File: config.mk
export PLATFORM = sky130hd
export DESIGN_NAME = apb_slave_mem
export DESIGN_NICKNAME = d
export VERILOG_FILES = /design/src/rtl/apb_slave_mem.sv
export SDC_FILE = /design/constraint.sdc
export NUM_CORES = 1
export LEC_CHECK = 0
export BUFFER_PORTS_ARGS = -buffer_cell sky130_fd_sc_hd__buf_2
export CAP_MARGIN = 10
export CELL_PAD_IN_SITES_DETAIL_PLACEMENT = 0
export CELL_PAD_IN_SITES_GLOBAL_PLACEMENT = 1
export CORE_UTILIZATION = 40
export DETAILED_ROUTE_END_ITERATION = 12
export PLACE_DENSITY = 0.68
export SETUP_SLACK_MARGIN = 0.2
export SYNTH_ARGS = -nofsm -noshare
export SYNTH_HDL_FRONTEND = slang
export SYNTH_SLANG_ARGS = --single-unit
File: constraint.sdc
create_clock -name pclock -period 23.2 [get_ports pclock]
set_clock_uncertainty 0.2 [all_clocks]
set_input_delay 3.48 -clock pclock [delete_from_list [all_inputs] [get_ports pclock]]
set_output_delay 3.48 -clock pclock [all_outputs]
set_load 0.01 [all_outputs]
File: src/rtl/apb_slave_mem.sv
// apb_slave_mem: APB slave backed by a word-addressed register memory.
// Returns prdata/pready/pslverr, inserts programmable wait states and flags
// misaligned or out-of-range addresses with pslverr.
//
// Optional feature macro: APB_SLV_WAIT_EN
//   defined   - a wait counter holds each ACCESS phase for WAIT_CYCLES
//               extra cycles before pready rises.
//   undefined - no wait counter is built; pready rises in the first
//               ACCESS cycle and WAIT_CYCLES is ignored.
//
// state  | meaning
// -------+---------------------------------------------------------------
// IDLE   | no transfer in progress; waiting for a SETUP (psel & !penable)
// ACCESS | SETUP seen; counting wait states, completing on the handshake
module apb_slave_mem #(
  parameter int ADDR_WIDTH  = 32,
  parameter int DATA_WIDTH  = 32,
  parameter int MEM_DEPTH   = 16,
  parameter int WAIT_CYCLES = 2
) (
  input  logic                  pclock,
  input  logic                  preset,
  input  logic                  psel,
  input  logic                  penable,
  input  logic                  pwrite,
  input  logic [ADDR_WIDTH-1:0] paddr,
  input  logic [DATA_WIDTH-1:0] pwdata,
  output logic [DATA_WIDTH-1:0] prdata,
  output logic                  pready,
  output logic                  pslverr,
  output logic [7:0]            wr_count,
  output logic [7:0]            rd_count
);

  localparam int IDX_W = $clog2(MEM_DEPTH);

  // Parameter sanity checks at elaboration time.
  if (MEM_DEPTH < 2 || (MEM_DEPTH & (MEM_DEPTH - 1)) != 0) begin : g_bad_depth
    $error("apb_slave_mem: MEM_DEPTH must be a power of 2, at least 2");
  end
  if (WAIT_CYCLES < 0 || WAIT_CYCLES > 15) begin : g_bad_wait
    $error("apb_slave_mem: WAIT_CYCLES must be in 0..15");
  end
  if (ADDR_WIDTH <= IDX_W + 2) begin : g_bad_addr
    $error("apb_slave_mem: ADDR_WIDTH too small for MEM_DEPTH");
  end

  typedef enum logic {
    IDLE   = 1'b0,
    ACCESS = 1'b1
  } state_t;

  state_t                  state;
  logic [DATA_WIDTH-1:0]   mem [MEM_DEPTH];
  logic [IDX_W-1:0]        idx;
  logic                    addr_err;
  logic                    wr_ok;
  logic                    rd_ok;

`ifdef APB_SLV_WAIT_EN
  logic [3:0]              cnt;
`endif

  // Address decode: word index plus misaligned / out-of-range detection.
  // MEM_DEPTH is a power of two, so "paddr >= MEM_DEPTH*4" is simply any
  // address bit above the index field being set.
  always_comb begin
    idx      = paddr[IDX_W+1:2];
    addr_err = (|paddr[1:0]) | (|paddr[ADDR_WIDTH-1:IDX_W+2]);
  end

  // Handshake and response signals, combinational from the registered state.
  always_comb begin
`ifdef APB_SLV_WAIT_EN
    pready = (state == ACCESS) & psel & penable & (cnt == 4'd0);
`else
    pready = (state == ACCESS) & psel & penable;
`endif
    pslverr = pready & addr_err;
    wr_ok   = pready & pwrite & ~addr_err;
    rd_ok   = pready & ~pwrite & ~addr_err;
    prdata  = rd_ok ? mem[idx] : '0;
  end

  // Transfer FSM: SETUP moves to ACCESS, handshake or dropped psel returns
  // to IDLE so a back-to-back SETUP is caught on the very next cycle.
  always_ff @(posedge pclock or posedge preset) begin
    if (preset) begin
      state <= IDLE;
`ifdef APB_SLV_WAIT_EN
      cnt   <= 4'd0;
`endif
    end else begin
      case (state)
        IDLE: begin
          if (psel && !penable) begin
            state <= ACCESS;
`ifdef APB_SLV_WAIT_EN
            cnt   <= 4'(WAIT_CYCLES);
`endif
          end
        end
        ACCESS: begin
          if (!psel) begin
            state <= IDLE;
          end else if (pready) begin
            state <= IDLE;
          end
`ifdef APB_SLV_WAIT_EN
          else if (penable && cnt != 4'd0) begin
            cnt <= cnt - 4'd1;
          end
`endif
        end
        default: state <= IDLE;
      endcase
    end
  end

  // Register memory: written only on an error-free write handshake.
  always_ff @(posedge pclock or posedge preset) begin
    if (preset) begin
      for (int i = 0; i < MEM_DEPTH; i++) begin
        mem[i] <= '0;
      end
    end else if (wr_ok) begin
      mem[idx] <= pwdata;
    end
  end

  // Successful-transfer counters, wrapping at 255.
  always_ff @(posedge pclock or posedge preset) begin
    if (preset) begin
      wr_count <= 8'd0;
      rd_count <= 8'd0;
    end else begin
      if (wr_ok) wr_count <= wr_count + 8'd1;
      if (rd_ok) rd_count <= rd_count + 8'd1;
    end
  end

endmodule

==> metrics.md <==
| Metric | Value |
|---|---|
| Crit path setup slack, layout | `13.28 ns` |
| Final setup violation count | `0` |
| Total Power | `1.96 mW` |
| Number of buffers created by CTS | `55` |
| Clock tree from TritonCTS | `done` |
| Critical path launch point type | `input port` |
| # diodes | `0` |
| Mapped Avg Cell Area | `16.3 um2` |
| ANT nets after route | `0` |
| Max-capacitance violation count | `0` |
| Setup repair after global routing missed its margin | `false` |
| Buffers on Ports | `118` |
| Critical Path Fanout Max | `80` |
| Post-Place Setup Slack | `13.25 ns` |
| Number of distinct library cells after synthesis | `35` |
| Number of pins exceeding their max-slew limit in the final report | `0` |
| Count of TritonRoute iterations in the first routing pass | `5` |
| Final nets | `1638` |
| Drt first-iter violations | `895` |
| Count of instances resized after the clock tree is built | `0` |
| Syn. warnings | `0` |
| Chip height | `249 um` |
| Number of design rule violations left after detail routing | `0` |
| Largest net degree at the start of global routing | `137` |
| Final HPWL DP | `31800 um` |
| Routed via count | `13600` |
| Avg Vias per Cell | `5.70` |
| Total gr overflow | `0` |
| Number of global-route vias before repair | `14800` |
| Synthesized netlist cell count | `1494` |
| Accumulated negative setup slack | `0 ns` |
| Layout Cell Area excl Fill | `27500 um2` |
| Power density over the cells | `71.2 nW/um2` |
| Fraction of final layout cells sized beyond drive strength 1 | `53.0%` |
| Placement-stage cell area | `25500 um2` |
| Area Overhead vs Synth | `13.1%` |
| Critical Setup Path Class | `input port to output pin` |
| Part of the cycle the worst path needs | `42.7%` |
| CTS H-Tree Depth | `2` |
| Transition time at the pin with the least slew margin | `1.04 ns` |
| Min-delay worst type | `flip-flop to flip-flop` |
| Post-CTS Hold Buffers | `0` |
| Die Wd | `249 um` |
| Total wire length | `61200 um` |
| Starting Density | `40.4%` |
| Hold WS | `0.265 ns` |
| Max stage delay on crit path | `0.83 ns` |
| Required arrival time at the worst endpoint | `19.52 ns` |
| Core Box Area | `60200 um2` |
| Max_slew headroom | `30.9%` |
| Maximum clock frequency | `0.101 GHz` |
| Final weighted congestion in routability-driven placement | `0.723` |
| Total Die Area | `61800 um2` |
| Post-Syn Nets | `1565` |
| Routed length per instance | `25.6 um` |
| # rows | `90` |
| Top-Level Pins | `119` |
| Num Clock Sinks | `529` |
| CP Data Arrival Time | `6.24 ns` |
| Latest clock arrival within the worst-skew pair | `0.60 ns` |
| All-layer global routing usage | `20.4%` |
| Seq/Total Area, Yosys | `54.4%` |
| Slowest library cell on the worst path | `sky130_fd_sc_hd__buf_4` |
| Endpoints failing hold | `0` |
| Buffer depth of the longest clock path | `3` |
| Sequence of cells on the critical path | `buf_6 -> buf_4 -> mux4_2 -> a22oi_1 -> a21oi_1 -> buf_2` |
| Global-route wire length before repair | `95600 um` |
| Cell area after synthesis | `24300 um2` |
| Flops & latches, synth | `529` |
| Peak supply drop | `55.4 uV` |
| Initial antenna violation count | `6` |
| Total leakage power | `13.5 nW` |
| Clock Pin Slew Worst Setup and Hold Paths | `0.06 ns` |
| Status | `complete, no violations` |
| Shortest clock period the worst path allows after layout | `9.92 ns` |
| # Post-CTS Setup Buffers | `0` |
| Clock Tree Root | `sky130_fd_sc_hd__clkbuf_16` |
| CP endpoint kind | `output pin` |
-- flip-flops by register name (all words and copies together), names as in the netlist --
register,count
rd_count,8
wr_count,8
state,1
mem,512
-- cell families (layout without fill, tap and decap cells) --
| kind of cell | Yosys count | in the layout | share of synthesized area (%) |
|---|---|---|---|
| flops | 529 | 529 | 54.4 |
| buf+inv | 136 | 252 | 2.88 |
| fa+ha+maj | 2 | 2 | 0.103 |
| simple gates | 74 | 74 | 2.89 |
| mux | 642 | 642 | 36.6 |
| xor+xnor | 14 | 14 | 0.504 |
| compound gates | 97 | 97 | 2.66 |
-- worst max-delay path, delay by kind of cell --
| kind | cells | cell delay (ns) |
|---|---|---|
| multiplexers | 1 | 0.59 |
| buffers and inverters | 3 | 1.74 |
| AO/OA/AOI/OAI | 2 | 0.31 |
-- through the flow --
step / util (%) / instances
floorplan: - / 1494
global placement: 42.4 / 2292
detailed placement: 42.4 / 2292
CTS: 45.7 / 2392
global route: 45.7 / 2392
finish: 45.7 / 2392
-- where the power goes --
part           switching, mW  leakage, nW  internal, mW  total (mW)
clock                  0.375        0.981         0.593       0.968
sequential         0.0000571         7.39         0.923       0.923
combinational         0.0546         5.12        0.0164      0.0710
total                  0.430         13.5          1.53        1.96
-- area by class of cell --
type                    instances  area [um2]
flip-flops and latches        529       13200
well taps                     782         978
fillers                      5201       32700
multi-input cells             829       10500
inverters                       2        15.0
clock inverters                26         402
clock buffers                  74        1600
repair buffers                150         846
-- layout by cell type, fill, tap and decap left out, drive strengths merged, types with 8 or more instances in the layout --
master and count:
dfrtp 529, mux4 128, a22oi 64, nor4 22
clkbuf 75, mux2 514, a21oi 32, nand3 11
xor2 10, clkinv 9, bufinv 10, nand4 8
buf 149, nor3 8
-- cell usage after synthesis --
cell type | instances | area share [%]
sky130_fd_sc_hd__nor2_1 | 2 | 0.031
sky130_fd_sc_hd__and4_1 | 4 | 0.14
sky130_fd_sc_hd__nand2_1 | 6 | 0.093
sky130_fd_sc_hd__nand4_2 | 2 | 0.10
sky130_fd_sc_hd__buf_6 | 9 | 0.42
sky130_fd_sc_hd__and3_1 | 2 | 0.051
sky130_fd_sc_hd__xor2_1 | 10 | 0.36
sky130_fd_sc_hd__mux2_2 | 387 | 18
sky130_fd_sc_hd__a21oi_1 | 32 | 0.66
sky130_fd_sc_hd__dfrtp_1 | 529 | 54
sky130_fd_sc_hd__a22oi_1 | 64 | 2.0
sky130_fd_sc_hd__mux2_1 | 67 | 3.1
sky130_fd_sc_hd__or3b_2 | 1 | 0.036
sky130_fd_sc_hd__nor4_4 | 14 | 1.2
sky130_fd_sc_hd__nand3b_1 | 1 | 0.031
sky130_fd_sc_hd__nor3_1 | 8 | 0.16
sky130_fd_sc_hd__mux4_2 | 128 | 12
sky130_fd_sc_hd__nand3_1 | 11 | 0.23
sky130_fd_sc_hd__clkbuf_1 | 62 | 0.96
sky130_fd_sc_hd__and4b_1 | 1 | 0.041
sky130_fd_sc_hd__nand4_1 | 6 | 0.15
sky130_fd_sc_hd__buf_4 | 26 | 0.80
sky130_fd_sc_hd__buf_1 | 17 | 0.26
sky130_fd_sc_hd__buf_2 | 20 | 0.41
sky130_fd_sc_hd__xnor2_1 | 4 | 0.14
sky130_fd_sc_hd__nor4_2 | 6 | 0.31
sky130_fd_sc_hd__nor2b_1 | 3 | 0.077
sky130_fd_sc_hd__or4b_1 | 2 | 0.082
sky130_fd_sc_hd__nor4_1 | 2 | 0.051
sky130_fd_sc_hd__mux2_4 | 60 | 3.7
sky130_fd_sc_hd__ha_1 | 2 | 0.10
sky130_fd_sc_hd__inv_1 | 2 | 0.031
sky130_fd_sc_hd__and2_1 | 2 | 0.051
sky130_fd_sc_hd__nand2b_1 | 1 | 0.026
sky130_fd_sc_hd__a21boi_0 | 1 | 0.031
-- metal layers --
| metal | GRT usage (%) | vias up | wire (um) |
|---|---|---|---|
| met1 | 29.5 | 7445 | 28400 |
| li1 | - | 5800 | - |
| met3 | 3.44 | 94 | 2650 |
| met4 | 5.13 | 10 | 1280 |
| met2 | 32.0 | 277 | 28800 |
| met5 | 0 | - | 59 |
-- final timing paths --
kind | to | depth (start not counted) | slack [ns] | start
max in group asynchronous | mem[112] | 4 | 17.38 | preset
max reg2reg | mem[265] | 5 | 19.94 | state
min reg2reg | wr_count[7] | 1 | 0.26 | wr_count[7]
min | wr_count[7] | 1 | 0.26 | wr_count[7]
max | prdata[25] | 6 | 13.28 | paddr[3]
min in group asynchronous | mem[477] | 2 | 2.81 | preset
Note: power is estimated with default switching activity, not from simulation.
